===== config.mk =====
export PLATFORM = sky130hd
export DESIGN_NAME = reu_dma_engine
export DESIGN_NICKNAME = d
export VERILOG_FILES = /design/src/rtl/reu_dma_engine.sv
export SDC_FILE = /design/constraint.sdc
export NUM_CORES = 1
export LEC_CHECK = 0
export BUFFER_PORTS_ARGS = -buffer_cell sky130_fd_sc_hd__buf_2
export CAP_MARGIN = 20
export CORE_UTILIZATION = 45
export DETAILED_ROUTE_END_ITERATION = 16
export PLACE_DENSITY = 0.75
export SLEW_MARGIN = 20
export SYNTH_ARGS = -nofsm -noshare
export SYNTH_HDL_FRONTEND = slang
export SYNTH_SLANG_ARGS = --single-unit

===== constraint.sdc =====
create_clock -name PHI2 -period 2.35 [get_ports PHI2]
set_clock_uncertainty 0.2 [all_clocks]
set_input_delay 0.47 -clock PHI2 [delete_from_list [all_inputs] [get_ports PHI2]]
set_output_delay 0.47 -clock PHI2 [all_outputs]
set_load 0.02 [all_outputs]

===== src/rtl/reu_dma_engine.sv =====
// Purpose : REU DMA sequencer with C64-address, REU-address and length counters for all four transfer types.
// Latency : one byte per PHI2 falling edge (swap needs two); C64->REU adds one FLUSH edge for the last SDRAM write.
// Backpressure: BA=0 freezes every register and output in XFER/SWAPW; FLUSH completes regardless of BA.
//
// Ports: PHI2 (clock, falling edge), nRESET (sync active-low), BA, Execute, XferType, FixC64, FixREU,
//        Autoload, CA_Start/REUA_Start/Len_Start (register-file start values), Equal (verify result)
//        -> DMA, DMARW, RAMRD, RAMWR strobes, CA/REUA/Len counters, EndOfBlock/VerifyErr sticky flags,
//        XferDone one-edge pulse when DMA falls.
module reu_dma_engine #(
    parameter int C64A_W = 16,
    parameter int REUA_W = 24,
    parameter int LEN_W  = 16
) (
    input  logic              PHI2,
    input  logic              nRESET,
    input  logic              BA,
    input  logic              Execute,
    input  logic [1:0]        XferType,
    input  logic              FixC64,
    input  logic              FixREU,
    input  logic              Autoload,
    input  logic [C64A_W-1:0] CA_Start,
    input  logic [REUA_W-1:0] REUA_Start,
    input  logic [LEN_W-1:0]  Len_Start,
    input  logic              Equal,
    output logic              DMA,
    output logic              DMARW,
    output logic              RAMRD,
    output logic              RAMWR,
    output logic [C64A_W-1:0] CA,
    output logic [REUA_W-1:0] REUA,
    output logic [LEN_W-1:0]  Len,
    output logic              EndOfBlock,
    output logic              VerifyErr,
    output logic              XferDone
);

    typedef enum logic [1:0] {IDLE, XFER, SWAPW, FLUSH} state_t;

    localparam logic [1:0] T_C64_TO_REU = 2'b00;
    localparam logic [1:0] T_REU_TO_C64 = 2'b01;
    localparam logic [1:0] T_SWAP       = 2'b10;
    localparam logic [1:0] T_VERIFY     = 2'b11;

    state_t            state;
    logic [1:0]        xferType;   // latched at Execute so a register-file rewrite cannot change a running transfer
    logic [C64A_W-1:0] caInc;
    logic [REUA_W-1:0] reuaInc;
    logic              lenLast;
    logic              byteAdvance;
    logic              mismatch;
    logic              endXfer;

    assign caInc   = FixC64 ? CA : CA + C64A_W'(1);
    assign reuaInc = FixREU ? REUA : REUA + REUA_W'(1);
    // Len_Start==0 loads 0, which decrements to all-ones: that is the 2^LEN_W byte case for free.
    assign lenLast = (Len == LEN_W'(1));

    // Byte completions for every type except C64->REU, which has its own write-behind pipeline.
    assign byteAdvance = BA && (((state == XFER) && ((xferType == T_REU_TO_C64) || (xferType == T_VERIFY)))
                                || (state == SWAPW));
    // Equal refers to the byte read during the cycle that ends on this edge.
    assign mismatch    = BA && (state == XFER) && (xferType == T_VERIFY) && !Equal;
    assign endXfer     = byteAdvance && (lenLast || mismatch);

    always_ff @(negedge PHI2) begin
        XferDone <= 1'b0;
        if (!nRESET) begin
            state      <= IDLE;
            xferType   <= T_C64_TO_REU;
            DMA        <= 1'b0;
            DMARW      <= 1'b0;
            RAMRD      <= 1'b0;
            RAMWR      <= 1'b0;
            CA         <= '0;
            REUA       <= '0;
            Len        <= '1;
            EndOfBlock <= 1'b0;
            VerifyErr  <= 1'b0;
        end else begin
            case (state)
                IDLE: begin
                    if (Execute) begin
                        CA         <= CA_Start;
                        REUA       <= REUA_Start;
                        Len        <= Len_Start;
                        EndOfBlock <= 1'b0;
                        VerifyErr  <= 1'b0;
                        xferType   <= XferType;
                        DMA        <= 1'b1;
                        DMARW      <= (XferType != T_REU_TO_C64);
                        RAMRD      <= (XferType != T_C64_TO_REU);
                        RAMWR      <= 1'b0;
                        state      <= XFER;
                    end
                end
                XFER: begin
                    if (BA && (xferType == T_SWAP)) begin
                        DMARW <= 1'b0;
                        RAMRD <= 1'b0;
                        RAMWR <= 1'b1;
                        state <= SWAPW;
                    end else if (BA && (xferType == T_C64_TO_REU)) begin
                        // The byte read last cycle is written to SDRAM this cycle; REUA follows the writes.
                        CA    <= caInc;
                        RAMWR <= 1'b1;
                        if (RAMWR) begin
                            REUA <= reuaInc;
                        end
                        if (lenLast) begin
                            EndOfBlock <= 1'b1;
                            DMA        <= 1'b0;
                            DMARW      <= 1'b0;
                            XferDone   <= 1'b1;
                            state      <= FLUSH;
                        end else begin
                            Len <= Len - LEN_W'(1);
                        end
                    end
                end
                SWAPW: begin
                    if (BA && !endXfer) begin
                        DMARW <= 1'b1;
                        RAMRD <= 1'b1;
                        RAMWR <= 1'b0;
                        state <= XFER;
                    end
                end
                FLUSH: begin
                    // Final SDRAM write retires; autoload waits until REUA has no pending advance.
                    RAMWR <= 1'b0;
                    state <= IDLE;
                    REUA  <= reuaInc;
                    if (Autoload) begin
                        CA   <= CA_Start;
                        REUA <= REUA_Start;
                        Len  <= Len_Start;
                    end
                end
                default: state <= IDLE;
            endcase

            if (byteAdvance) begin
                // On a mismatch the addresses still step past the failing byte, but Len keeps counting it.
                CA   <= caInc;
                REUA <= reuaInc;
                if (!endXfer) begin
                    Len <= Len - LEN_W'(1);
                end
                if (lenLast) begin
                    EndOfBlock <= 1'b1;
                end
                if (mismatch) begin
                    VerifyErr <= 1'b1;
                end
            end

            if (endXfer) begin
                DMA      <= 1'b0;
                DMARW    <= 1'b0;
                RAMRD    <= 1'b0;
                RAMWR    <= 1'b0;
                XferDone <= 1'b1;
                state    <= IDLE;
                if (Autoload) begin
                    CA   <= CA_Start;
                    REUA <= REUA_Start;
                    Len  <= Len_Start;
                end
            end
        end
    end

endmodule

==> summary.md, run 1 <==
| Metric | Value |
|---|---|
| Status | `did not finish` |
| Stage reached | `global routing` |
| Err | `[ERROR GRT-0232] Routing congestion too high. Check the congestion heatmap in the GUI.` |
| Pin count of the biggest net entering global routing | `20` |
| Sequential fraction of the synthesis area | `0.276` |
| Cells after Synth | `658` |
| FF+latch count, synth | `67` |
| Port-buffer cells | `128` |
| Average footprint of a synthesized cell | `7.38 um^2` |
| Grt total ovfl | `433` |
| Post-synth top area cell | `dfxtp_1` |
| Number of synthesized flops with an enable pin | `0` |
| Area contributors post-synth | `dfxtp_1 28%, a21oi_1 5.9%, nand2_1 5.7%` |
| Die span in x | `106 um` |
| Cell area after placement | `7220 um^2` |
| Htree depth | `3` |
| Cts bufs inserted | `9` |
| Tot GR Track Use | `0.896` |
| Root Driver | `clkbuf_8` |
| CTS Sinks | `67` |
| Mapped Area | `4860 um^2` |
| Worst endpoint type | `register input` |
| Initial Util | `0.466` |
| Worst endpoint after global-route timing repair | `REUA[21]$_SDFF_NN0_/D` |
| CTS hold repair buffers | `0` |
| Inst Count DP | `1071` |
| Site row count | `37` |
| Net count after synthesis | `732` |
| Post-DP HPWL | `14500 um` |
| Synth top area share | `0.276` |
| Cell variety after synth | `68` |
| GP Congestion | `0.970` |
| Die Ht | `106 um` |
| Synth async-reset ratio | `0` |
| Syn. warnings | `0` |
| Io pins | `129` |
| Max Root-Sink Buffers | `2` |
| Top_reg_cell synth | `dfxtp_1` |
synthesized netlist by cell type (all sizes together), types with 14 or more instances:
cell type / n
o21ai: 51
a22oi: 16
nand3: 33
clkbuf: 36
a21oi: 57
nand4: 14
dfxtp: 67
nor3: 19
nor2: 45
nand2: 74
buf: 15
metrics by stage:
step            util  worst slack [ps]  setup TNS [ps]
2_1_floorplan      -              -916          -47950
3_3_place_gp   0.693             -1000          -57850
3_5_place_dp   0.693             -1080          -60830
4_1_cts        0.879              -575          -52090
kinds of logic after synthesis:
group,count (synthesis),synth area share
mux,5,0.0111
compound gates,238,0.330
buf+inv,64,0.0556
fa+ha+maj,8,0.0206
xor+xnor,23,0.0415
simple gates,253,0.265
flops,67,0.276
routing by layer:
layer  track usage  GRT overflow
met5        0.0857             1
met2          1.12           327
met1         0.849             3
met4         0.996           100
met3         0.718             2
repair_timing:
item	4_1_cts
cloned	5
endpoints found under the setup margin	127
gates resized for setup	352
buffers inserted	42
pin swaps	96
==> run 2: changes to the inputs <==
--- a/config.mk
+++ b/config.mk
@@ -7,9 +7,9 @@
 export LEC_CHECK = 0
 export BUFFER_PORTS_ARGS = -buffer_cell sky130_fd_sc_hd__buf_2
 export CAP_MARGIN = 20
-export CORE_UTILIZATION = 45
+export CORE_UTILIZATION = 30
 export DETAILED_ROUTE_END_ITERATION = 16
-export PLACE_DENSITY = 0.75
+export PLACE_DENSITY_LB_ADDON = 0.15
 export SLEW_MARGIN = 20
 export SYNTH_ARGS = -nofsm -noshare
 export SYNTH_HDL_FRONTEND = slang
==> constraint.sdc (replaced) <==
create_clock -name PHI2 -period 3.1 [get_ports PHI2]
set_clock_uncertainty 0.2 [all_clocks]
set_input_delay 0.62 -clock PHI2 [delete_from_list [all_inputs] [get_ports PHI2]]
set_output_delay 0.62 -clock PHI2 [all_outputs]
set_load 0.02 [all_outputs]
==> run 2 against run 1 <==
Effect of this change: the flow now finishes, with violations (negative setup slack); synthesized cell count did not move; area after synthesis stayed put.
==> summary.md, run 2 <==
| Metric | Value |
|---|---|
| Violated checks | `negative setup slack` |
| Die area | `16700 um^2` |
| Top flop regs | `REUA: 24 flops, CA: 16 flops, Len: 16 flops` |
| First-pass GRT wire length | `35100 um` |
| GP Congestion | `0.933 (-3.8%)` |
| Pwr dens | `957 nW/um^2` |
| FF+latch count, synth | `67 (unchanged)` |
| R2R cell count | `10` |
| Vias in the first global route | `7191` |
| Final worst slack | `-463 ps` |
| Data arrival time of the worst path | `2110 ps` |
| Via/cell ratio | `5.56` |
| R2r startpoint | `Len[0]` |
| Inst Count DP | `1104 (+3.1%)` |
| Die span in x | `129 um (+22%)` |
| Synth top area share | `0.276 (unchanged)` |
| Most frequent cells in the layout | `175 x buf_4, 103 x buf_6, 76 x inv_1, 66 x nand2_1, 60 x buf_2` |
| ANT cells | `0` |
| Net count after synthesis | `732 (unchanged)` |
| DRC | `0` |
| Grt total ovfl | `0` |
| Area contributors post-synth | `dfxtp_1 28%, a21oi_1 5.9%, nand2_1 5.7%` |
| Post-synth top area cell | `dfxtp_1` |
| Core area | `15800 um^2` |
| Io pins | `129 (unchanged)` |
| Synth async-reset ratio | `0 (unchanged)` |
| TritonCTS clock tree | `yes` |
| Hold crit path type | `reg -> reg` |
| Final hold vios | `0` |
| R2R Setup Slk | `70 ps` |
| Least-Margin Pin Slew | `686 ps` |
| WS Path Type | `in -> reg` |
| Hold Path End | `DMARW` |
| Initial antenna violation count | `0` |
| Post-route ant nets | `0` |
| Mapped Area | `4860 um^2 (unchanged)` |
| Port-buffer cells | `128 (unchanged)` |
| Max-cap violation count | `0` |
| Fin area | `9590 um^2` |
| Initial Util | `0.307 (-0.159)` |
| Average footprint of a synthesized cell | `7.38 um^2 (unchanged)` |
| Hold path depth | `2` |
| Routed length per instance | `18.1 um` |
| Max reg flops | `24` |
| Relative slew slack | `0.536` |
| Clk slew on worst S/H paths | `30 ps` |
| Htree depth | `3 (unchanged)` |
| CTS Sinks | `67 (unchanged)` |
| Top-count cell post-synth | `nand2_1` |
| CP max FO | `5` |
| DRT iter0 DRCs | `439` |
| Number of synthesized flops with an enable pin | `0 (unchanged)` |
| DRT Wirelength | `22800 um` |
| Post-DP HPWL | `15000 um (+3.4%)` |
| Cell variety after synth | `68 (unchanged)` |
| Max Root-Sink Buffers | `2 (unchanged)` |
| Root Driver | `clkbuf_16` |
| Site row count | `46 (+24%)` |
| Layout Cells excl Fill | `1261` |
| Leakage | `0.00422 uW` |
| Sequential fraction of the synthesis area | `0.276 (unchanged)` |
| DRT Pass-1 Iters | `6` |
| RSZ-0062 raised after global routing | `yes` |
| Share of cells above drive strength 1 | `0.552` |
| Pin count of the biggest net entering global routing | `22` |
| Biggest register | `REUA` |
| HP Start | `DMARW` |
| Setup-failing EPs final | `125` |
| VDD IR-drop max | `0.000429 V` |
| Area Overhead vs Synth | `97.5%` |
| Crit start category | `input pin` |
| Cts bufs inserted | `9 (unchanged)` |
| Syn. warnings | `0 (unchanged)` |
| Fin. max-slew vios | `0` |
| Final net count | `1114` |
| # fillers | `1376` |
| Status | `complete, but fails checks` |
| Cell area after placement | `6960 um^2 (-3.6%)` |
| Tot GR Track Use | `0.269` |
| Vias | `7008` |
| Top post-synthesis cells by count | `74 x nand2_1, 67 x dfxtp_1, 57 x a21oi_1` |
| Commonest non-fill, non-tap cell in the layout | `buf_4` |
| WP data required | `1650 ps` |
| Cells after Synth | `658 (unchanged)` |
| R2R Path End | `Len[14]` |
| Top_reg_cell synth | `dfxtp_1` |
| CTS hold repair buffers | `0 (unchanged)` |
| Setup crit end kind | `register` |
| Clk_lat worst skew | `420 ps` |
| Die Ht | `129 um (+22%)` |
-- run 2: layout make-up --
cell class / instances / area (um^2) / share of cell area
tap: 216 / 270 / 0.0282
clock inverter: 74 / 374 / 0.0390
clock buffer: 9 / 225 / 0.0235
sequential: 67 / 1460 / 0.153
inverter: 12 / 50.0 / 0.00522
multi-input combinational: 527 / 4070 / 0.425
timing repair buffer: 356 / 3140 / 0.327
-- run 2: cells by family after synthesis --
group                      synth area share
and+or+nand+nor                       0.265
DFF                                   0.276
muxes                                0.0111
adders and majority gates            0.0206
xor gates and xnor gates             0.0415
AOI/OAI and AO/OA                     0.330
buffers and inverters                0.0556
-- run 2: where the power goes --
group          total, uW  switching (uW)  internal, uW
sequential          1480             242          1240
combinational       6090            3030          3060
clock               1620             707           910
-- run 2: worst max-delay path by stage --
stage          startpoint  endpoint  slack (ps)  cells past startpoint
6_report               BA   Len[15]        -460                      7
5_1_grt                BA    Len[6]        -540                      9
4_1_cts                BA   Len[15]        -390                      7
3_5_place_dp           BA   Len[15]        -870                      7
3_3_place_gp           BA   REUA[9]        -820                      8
2_1_floorplan          BA   Len[15]        -690                      7
-- run 2: through the flow --
stage | setup slack (ps) | setup TNS (ps) | hold WS [ps] | total power [uW] | util
final | -463 | -26440 | 277 | 9180 | 0.606
after global routing | -540 | -31360 | 300 | 9720 | 0.606
after CTS | -390 | -22600 | 259 | 8710 | 0.582
after detailed placement | -871 | -47060 | 247 | 5590 | 0.440
after global placement | -825 | -45220 | 248 | 5540 | 0.440
after floorplan | -691 | -33690 | 329 | 4020 | -
-- run 2: metal layers --
metal | part of all wire | up-vias | GRT usage
li1 | - | 3257 | -
met1 | 0.41 | 3335 | 0.317
met4 | 0.030 | 0 | 0.137
met2 | 0.49 | 354 | 0.447
met5 | 0 | - | 0
met3 | 0.077 | 62 | 0.0764
-- run 2: what timing repair did --
item                       CTS  global route
setup endpoints to repair  124           126
pin swaps                   99            52
gates resized for setup    364            63
setup buffers               57            20
cloned                       4             1
-- run 2: worst max-delay path: stages --
cell,delay [ps]
buf_8,90
nor3b_4,270
nand2_1,120
or3_1,420
o31ai_2,280
nor3_2,80
o311ai_2,230
Power figures use the tool's default switching activity.
